[src/rtl/sdhci_pkg.sv]
// Shared SDHCI types and constants.
// Response framing and CRC7 polynomial.
package sdhci_pkg;

  typedef enum logic [2:0] {
    IDLE,
    WAIT_START,
    RX_BITS,
    END_BIT,
    FINISH
  } rx_state_e;

  localparam int unsigned RspShortBits = 48;
  localparam int unsigned RspLongBits  = 136;

  // Bits shifted after the start bit,
  // up to and including CRC bit 1.
  localparam int unsigned RxShortBits = RspShortBits - 2;
  localparam int unsigned RxLongBits  = RspLongBits - 2;

  // x^7 + x^3 + 1, x^7 term implicit.
  localparam logic [6:0] Crc7Poly = 7'h09;

endpackage

[src/rtl/counter.sv]
// Generic up-counter with synchronous clear.
// Clear wins over enable.
module counter #(
  parameter int unsigned Width = 8
) (
  input  logic             clk_i,
  input  logic             rst_ni,
  input  logic             clear_i,
  input  logic             en_i,
  output logic [Width-1:0] count_o
);

  // count register
  always_ff @(posedge clk_i or negedge rst_ni) begin
    if (!rst_ni) begin
      count_o <= '0;
    end else if (clear_i) begin
      count_o <= '0;
    end else if (en_i) begin
      count_o <= count_o + Width'(1);
    end
  end

endmodule

[src/rtl/crc7_check.sv]
// Serial CRC7 (x^7+x^3+1), MSB first, init 0.
// Remainder is exposed for comparison.
module crc7_check
  import sdhci_pkg::*;
(
  input  logic       clk_i,
  input  logic       rst_ni,
  input  logic       clk_en_i,
  input  logic       clear_i,
  input  logic       input_en_i,
  input  logic       bit_i,
  output logic [6:0] crc_o
);

  logic fb;
  assign fb = bit_i ^ crc_o[6];

  // LFSR update on enabled SD-clock edges
  always_ff @(posedge clk_i or negedge rst_ni) begin
    if (!rst_ni) begin
      crc_o <= '0;
    end else if (clear_i) begin
      crc_o <= '0;
    end else if (clk_en_i && input_en_i) begin
      crc_o <= {crc_o[5:0], 1'b0}
             ^ (fb ? Crc7Poly : 7'h00);
    end
  end

endmodule

[src/rtl/cmd_read.sv]
// SD CMD-line response receiver.
// Start-bit wait, shift-in, CRC/end/index check.
module cmd_read
  import sdhci_pkg::*;
#(
  parameter int unsigned TimeoutCycles = 64
) (
  input  logic         clk_i,
  input  logic         rst_ni,
  input  logic         clk_en_p_i,
  input  logic         cmd_i,
  input  logic         start_rx_i,
  input  logic         long_rsp_i,
  input  logic         check_crc_i,
  input  logic         check_index_i,
  input  logic [5:0]   cmd_nr_i,
  output logic         busy_o,
  output logic         rsp_valid_o,
  output logic [119:0] rsp_o,
  output logic         timeout_err_o,
  output logic         crc_err_o,
  output logic         end_bit_err_o,
  output logic         index_err_o
);

  localparam int unsigned TW =
    $clog2(TimeoutCycles + 1);

  rx_state_e state, state_n;

  logic         lng, chk_crc, chk_idx;
  logic [5:0]   nr;
  // bits 133..1 of the frame once complete
  logic [132:0] sr;
  logic [7:0]   bcnt;
  logic [TW-1:0] tcnt;
  logic [6:0]   crc;

  logic arm, start_det, tmo_hit;
  logic last_bit, end_edge, in_cov;

  assign arm = (state == IDLE) && start_rx_i;
  assign start_det = (state == WAIT_START)
                  && clk_en_p_i && !cmd_i;
  assign tmo_hit = (state == WAIT_START)
                && clk_en_p_i && cmd_i
                && (tcnt == TW'(TimeoutCycles - 1));
  assign last_bit = (state == RX_BITS) && clk_en_p_i
    && (bcnt == (lng ? 8'(RxLongBits - 1)
                     : 8'(RxShortBits - 1)));
  assign end_edge = (state == END_BIT) && clk_en_p_i;

  // counter n receives frame bit (len-2-n);
  // short covers bits 46..8, long bits 127..8
  assign in_cov = lng ? (bcnt >= 8'd7 && bcnt <= 8'd126)
                      : (bcnt <= 8'd38);

  counter #(.Width(8)) u_bit_cnt (
    .clk_i   (clk_i),
    .rst_ni  (rst_ni),
    .clear_i (arm || start_det),
    .en_i    ((state == RX_BITS) && clk_en_p_i),
    .count_o (bcnt)
  );

  counter #(.Width(TW)) u_tmo_cnt (
    .clk_i   (clk_i),
    .rst_ni  (rst_ni),
    .clear_i (arm),
    .en_i    ((state == WAIT_START)
              && clk_en_p_i && cmd_i),
    .count_o (tcnt)
  );

  crc7_check u_crc (
    .clk_i      (clk_i),
    .rst_ni     (rst_ni),
    .clk_en_i   (clk_en_p_i),
    .clear_i    (arm),
    .input_en_i ((state == RX_BITS) && in_cov),
    .bit_i      (cmd_i),
    .crc_o      (crc)
  );

  // state register
  always_ff @(posedge clk_i or negedge rst_ni) begin
    if (!rst_ni) state <= IDLE;
    else         state <= state_n;
  end

  // next-state logic
  always_comb begin
    state_n = state;
    unique case (state)
      IDLE:       if (arm) state_n = WAIT_START;
      WAIT_START: begin
        if (start_det)    state_n = RX_BITS;
        else if (tmo_hit) state_n = FINISH;
      end
      RX_BITS:    if (last_bit) state_n = END_BIT;
      END_BIT:    if (end_edge) state_n = FINISH;
      FINISH:     state_n = IDLE;
      default:    state_n = IDLE;
    endcase
  end

  // config latch, shift register, result flags
  always_ff @(posedge clk_i or negedge rst_ni) begin
    if (!rst_ni) begin
      lng           <= 1'b0;
      chk_crc       <= 1'b0;
      chk_idx       <= 1'b0;
      nr            <= '0;
      sr            <= '0;
      rsp_o         <= '0;
      timeout_err_o <= 1'b0;
      crc_err_o     <= 1'b0;
      end_bit_err_o <= 1'b0;
      index_err_o   <= 1'b0;
    end else begin
      if (arm) begin
        lng           <= long_rsp_i;
        chk_crc       <= check_crc_i;
        chk_idx       <= check_index_i;
        nr            <= cmd_nr_i;
        timeout_err_o <= 1'b0;
        crc_err_o     <= 1'b0;
        end_bit_err_o <= 1'b0;
        index_err_o   <= 1'b0;
      end
      if ((state == RX_BITS) && clk_en_p_i) begin
        sr <= {sr[131:0], cmd_i};
      end
      if (tmo_hit) begin
        timeout_err_o <= 1'b1;
        rsp_o         <= '0;
      end
      if (end_edge) begin
        end_bit_err_o <= !cmd_i;
        crc_err_o     <= chk_crc && (crc != sr[6:0]);
        if (lng) begin
          index_err_o <= chk_idx
                      && (sr[132:127] != 6'h3f);
          rsp_o       <= sr[126:7];
        end else begin
          index_err_o <= chk_idx && (sr[44:39] != nr);
          rsp_o       <= {88'h0, sr[38:7]};
        end
      end
    end
  end

  assign busy_o = (state == WAIT_START)
               || (state == RX_BITS)
               || (state == END_BIT);
  assign rsp_valid_o = (state == FINISH);

endmodule

[config.mk]
export PLATFORM = sky130hd
export DESIGN_NAME = cmd_read
export DESIGN_NICKNAME = d
export VERILOG_FILES = /design/src/rtl/sdhci_pkg.sv /design/src/rtl/counter.sv /design/src/rtl/crc7_check.sv /design/src/rtl/cmd_read.sv
export SDC_FILE = /design/constraint.sdc
export NUM_CORES = 1
export LEC_CHECK = 0
export ABC_AREA = 1
export ABC_CLOCK_PERIOD_IN_PS = 1600
export CAP_MARGIN = 20
export CORE_MARGIN = 2
export CORE_UTILIZATION = 50
export CTS_CLUSTER_DIAMETER = 100
export CTS_CLUSTER_SIZE = 30
export DETAILED_ROUTE_END_ITERATION = 10
export HOLD_SLACK_MARGIN = 0.03
export PLACE_DENSITY = 0.76
export SYNTH_ARGS = -nofsm -noshare
export SYNTH_HDL_FRONTEND = slang
export SYNTH_SLANG_ARGS = --single-unit
[constraint.sdc]
create_clock -name clk_i -period 1.6 [get_ports clk_i]
set_clock_uncertainty 0.1 [all_clocks]
set_input_delay 0.4 -clock clk_i [delete_from_list [all_inputs] [get_ports clk_i]]
set_output_delay 0.4 -clock clk_i [all_outputs]
set_load 0.05 [all_outputs]
==> results.rst <==
.. list-table::
   :header-rows: 1

   * - Metric
     - Value
   * - Cell accounting for the most synthesized area
     - sky130_fd_sc_hd__dfrtp_1
   * - Final WL
     - 28.36 mm
   * - Number of violations of the max-capacitance limit
     - 0
   * - Number of cells in the finished layout apart from fillers
     - 1661
   * - Final HPWL DP
     - 17.31 mm
   * - Synthesis warning total
     - 0
   * - Diode insertion count for antenna repair
     - 0
   * - Antenna viol nets, final
     - 0
   * - CTS H-Tree Depth
     - 1
   * - Worst setup path category
     - flip-flop to output pin
   * - Fin. Hold Viols
     - 0
   * - Buffer levels on the longest clock path
     - 3
   * - Final worst path period need
     - 1.923 ns
   * - Crit path launch type
     - flip-flop
   * - Portion of the post-synthesis area used by sequential elements
     - 63.03%
   * - Syn_area_per_cell
     - 9.447 um^2
   * - Global-route wire length before repair
     - 45.31 mm
   * - CTS buffer count
     - 13
   * - Period utilization
     - 120.2%
   * - Cell leakage power
     - 7.408 nW
   * - Post-synthesis cell area
     - 0.01155 mm^2
   * - Reg2reg start
     - state[2]
   * - Area growth, synth to finish
     - 35.14%
   * - Die Wd
     - 156.0 um
   * - Number of placement rows
     - 55
   * - Vias in the first global route
     - 8818
   * - Cell area power density
     - 2305 mW/mm^2
   * - Multi-input gate area in the final layout
     - 0.003620 mm^2
   * - TritonCTS clock tree
     - done
   * - Final routed wire length divided by cell count
     - 17.07 um
   * - Area fraction of the dominant cell type after synthesis
     - 63.03%
   * - Slew HR
     - 76.76%
   * - Post-Syn Nets
     - 1241
   * - Clock tree root driver cell
     - sky130_fd_sc_hd__clkbuf_16
   * - Flop and latch count out of synthesis
     - 291
   * - Data arrival, critical path
     - 1.42 ns
   * - Placement-stage cell area
     - 0.01484 mm^2
   * - Number of nets in the final layout
     - 1393
   * - Vertical die dimension
     - 156.0 um
   * - Design Area, Final
     - 0.01561 mm^2
   * - Number of filler cells placed in the layout
     - 1585
   * - Post-route DRC
     - 0
   * - Setup crit end kind
     - output pin
   * - Vias per Instance
     - 5.415
   * - Setup tns final
     - -30.20 ns
   * - Post-synthesis instance total
     - 1223
   * - Maximum number of pins on one net before global-route repair
     - 67
   * - First-pass DRT Iterations
     - 8
   * - Setup slack of the most critical reg-to-reg path
     - -0.30 ns
   * - Initial cell density of the core
     - 51.03%
   * - Buffers added on ports
     - 139
   * - Top cells by area, synth
     - sky130_fd_sc_hd__dfrtp_1 (63%), sky130_fd_sc_hd__nand2_1 (13%), sky130_fd_sc_hd__o21ai_0 (6.1%), sky130_fd_sc_hd__inv_1 (3.3%), sky130_fd_sc_hd__o31ai_1 (3.0%)
   * - Transition time at the pin with the least slew margin
     - 0.3486 ns
   * - Worst Hold Class
     - input port to asynchronous set/reset pin
   * - Outcome
     - finished, violations left
   * - Placeable core region
     - 0.02264 mm^2
   * - IO Pins
     - 140
   * - Critical path required time
     - 1.10 ns
   * - Proportion of layout cells with a drive suffix above 1
     - 17.08%
   * - Worst-skew pair later-pin latency
     - 0.50 ns
   * - Die footprint
     - 0.02434 mm^2
   * - Initial antenna violation count
     - 0
   * - Clock sink count
     - 291
   * - Worst IR drop on VDD
     - 1184 uV
   * - Total placed cells including tap cells
     - 1629
   * - Violated checks
     - setup timing
   * - Clock transition time at the flip-flop clock pins of the worst setup and hold paths
     - 0.12 ns
   * - Reg-to-reg endpoint
     - rsp_o[87]
   * - Count of routing violations after the opening detailed-route iteration
     - 748
   * - Unrepaired setup endpoints after global routing
     - yes
   * - Number of endpoints failing setup at the final stage
     - 295
   * - Total gr overflow
     - 0
   * - Final worst-path setup slack
     - -0.3234 ns
   * - Number of different library cells in the post-synthesis netlist
     - 31
   * - Area of all sequential standard cells
     - 0.007284 mm^2
   * - GRT Overall Usage
     - 22.98%
   * - Post-Place Setup Slack
     - -0.4676 ns
   * - DR vias
     - 8994
   * - Count of cells along the worst register-to-register path
     - 10
   * - Max Fclk
     - 0.5199 GHz
   * - Slew Limit Fails
     - 0
   * - Placer congestion estimate
     - 0.8544
   * - Max Fanout on Critical Path
     - 2
[layout make-up]
cell class                 count  area share [%]
sequential                   291           46.65
multi-input combinational    758           23.18
timing repair buffer         205           23.03
inverter                     106           2.612
tap                          285           2.284
clock buffer                  14           2.108
clock inverter                 2          0.1282
[cell usage in the layout (no fill, tap or decap), types with 6 or more instances in the layout]
| cell | netlist | routed |
|---|---|---|
| sky130_fd_sc_hd__inv_1 | 101 | 99 |
| sky130_fd_sc_hd__clkbuf_16 | 0 | 17 |
| sky130_fd_sc_hd__nor2_1 | 22 | 18 |
| sky130_fd_sc_hd__buf_12 | 0 | 141 |
| sky130_fd_sc_hd__xor2_1 | 14 | 14 |
| sky130_fd_sc_hd__o31ai_1 | 46 | 46 |
| sky130_fd_sc_hd__buf_6 | 2 | 6 |
| sky130_fd_sc_hd__buf_4 | 8 | 32 |
| sky130_fd_sc_hd__buf_16 | 0 | 8 |
| sky130_fd_sc_hd__a21oi_1 | 8 | 7 |
| sky130_fd_sc_hd__nand3_1 | 66 | 65 |
| sky130_fd_sc_hd__nand4_1 | 11 | 11 |
| sky130_fd_sc_hd__clkdlybuf4s50_1 | 0 | 12 |
| sky130_fd_sc_hd__o21ai_0 | 141 | 131 |
| sky130_fd_sc_hd__o21ai_1 | 31 | 40 |
| sky130_fd_sc_hd__dfrtp_1 | 291 | 289 |
| sky130_fd_sc_hd__nand2_1 | 395 | 392 |
[state kept, by name (all words and copies together) (netlist names)]
register           flops
nr                     6
u_crc.crc_o            7
u_tmo_cnt.count_o      7
crc_err_o              1
lng                    1
sr                   133
end_bit_err_o          1
index_err_o            1
u_bit_cnt.count_o      8
timeout_err_o          1
chk_idx                1
state                  3
rsp_o                120
chk_crc                1
[worst max-delay path: stages (launching register included)]
cell and delay (ns):
sky130_fd_sc_hd__dfrtp_1 0.43, sky130_fd_sc_hd__buf_6 0.14, sky130_fd_sc_hd__nor3_4 0.21, sky130_fd_sc_hd__buf_12 0.16
[how the worst max path moves through the flow]
stage                     startpoint          end  slack (ns)  depth (start not counted)
after floorplan             state[0]  rsp_valid_o       -0.02                          1
after global placement    clk_en_p_i    rsp_o[22]       -0.39                          7
after detailed placement  clk_en_p_i    rsp_o[87]       -0.47                          7
after CTS                   state[1]  rsp_valid_o       -0.33                          3
after global routing        state[1]    rsp_o[75]       -0.37                         11
final                       state[1]  rsp_valid_o       -0.32                          3
[timing repair]
item                       4_1_cts  5_1_grt
setup endpoints to repair      274      410
cloned                           5        4
hold endpoints to repair       215        0
pin swaps                        4        3
buffers inserted                 5        2
hold buffers                     1        0
gates resized for setup         25       18
[per-layer routing]
metal	routed length, um	vias to the layer above	global-route usage [%]
met3	1852	37	3.417
li1	-	4227	-
met4	514	0	4.849
met2	13910	319	38.43
met5	0	-	0
met1	12080	4411	32.29
[Yosys cell counts]
cell type,count
sky130_fd_sc_hd__a21oi_2,2
sky130_fd_sc_hd__xor2_1,14
sky130_fd_sc_hd__dfrtp_1,291
sky130_fd_sc_hd__o31ai_1,46
sky130_fd_sc_hd__a21boi_0,1
sky130_fd_sc_hd__nor2_2,1
sky130_fd_sc_hd__nand3_1,66
sky130_fd_sc_hd__buf_4,8
sky130_fd_sc_hd__inv_1,101
sky130_fd_sc_hd__o22ai_1,1
sky130_fd_sc_hd__nor3_1,4
sky130_fd_sc_hd__nand2_2,1
sky130_fd_sc_hd__buf_1,3
sky130_fd_sc_hd__o21ai_0,141
sky130_fd_sc_hd__o21a_1,1
sky130_fd_sc_hd__inv_2,5
sky130_fd_sc_hd__nor3_4,1
sky130_fd_sc_hd__nand3_2,2
sky130_fd_sc_hd__o211a_1,1
sky130_fd_sc_hd__nor2_1,22
sky130_fd_sc_hd__a211oi_1,1
sky130_fd_sc_hd__nor2_4,1
sky130_fd_sc_hd__nand2_1,395
sky130_fd_sc_hd__a21oi_1,8
sky130_fd_sc_hd__clkbuf_1,33
sky130_fd_sc_hd__buf_2,22
sky130_fd_sc_hd__o21ai_1,31
sky130_fd_sc_hd__xnor2_1,3
sky130_fd_sc_hd__ha_1,4
sky130_fd_sc_hd__nand4_1,11
sky130_fd_sc_hd__buf_6,2
[power by group]
group / internal (mW) / switching [mW] / leakage (nW) / total (mW)
sequential: 10.6 / 2.94 / 3.90 / 13.5
clock: 1.52 / 2.23 / 0.172 / 3.76
combinational: 8.34 / 10.4 / 3.34 / 18.7
[logic make-up after synthesis]
family | synth area share (%)
AO/OA/AOI/OAI | 11.27
XOR/XNOR | 1.289
adder cells (fa/ha/maj) | 0.4332
buffers and inverters | 6.281
flip-flops | 63.03
AND/OR/NAND/NOR | 17.70
[stage by stage]
stage	power (mW)	hold slack [ns]	utilization (%)
after detailed placement	31.74	0.1816	65.53
after global placement	31.21	0.1830	65.53
after floorplan	22.04	0.004409	-
final	35.99	0.2404	68.96
after global routing	37.88	0.2495	68.96
after CTS	35.88	0.2426	68.25
Power figures use the tool's default switching activity.
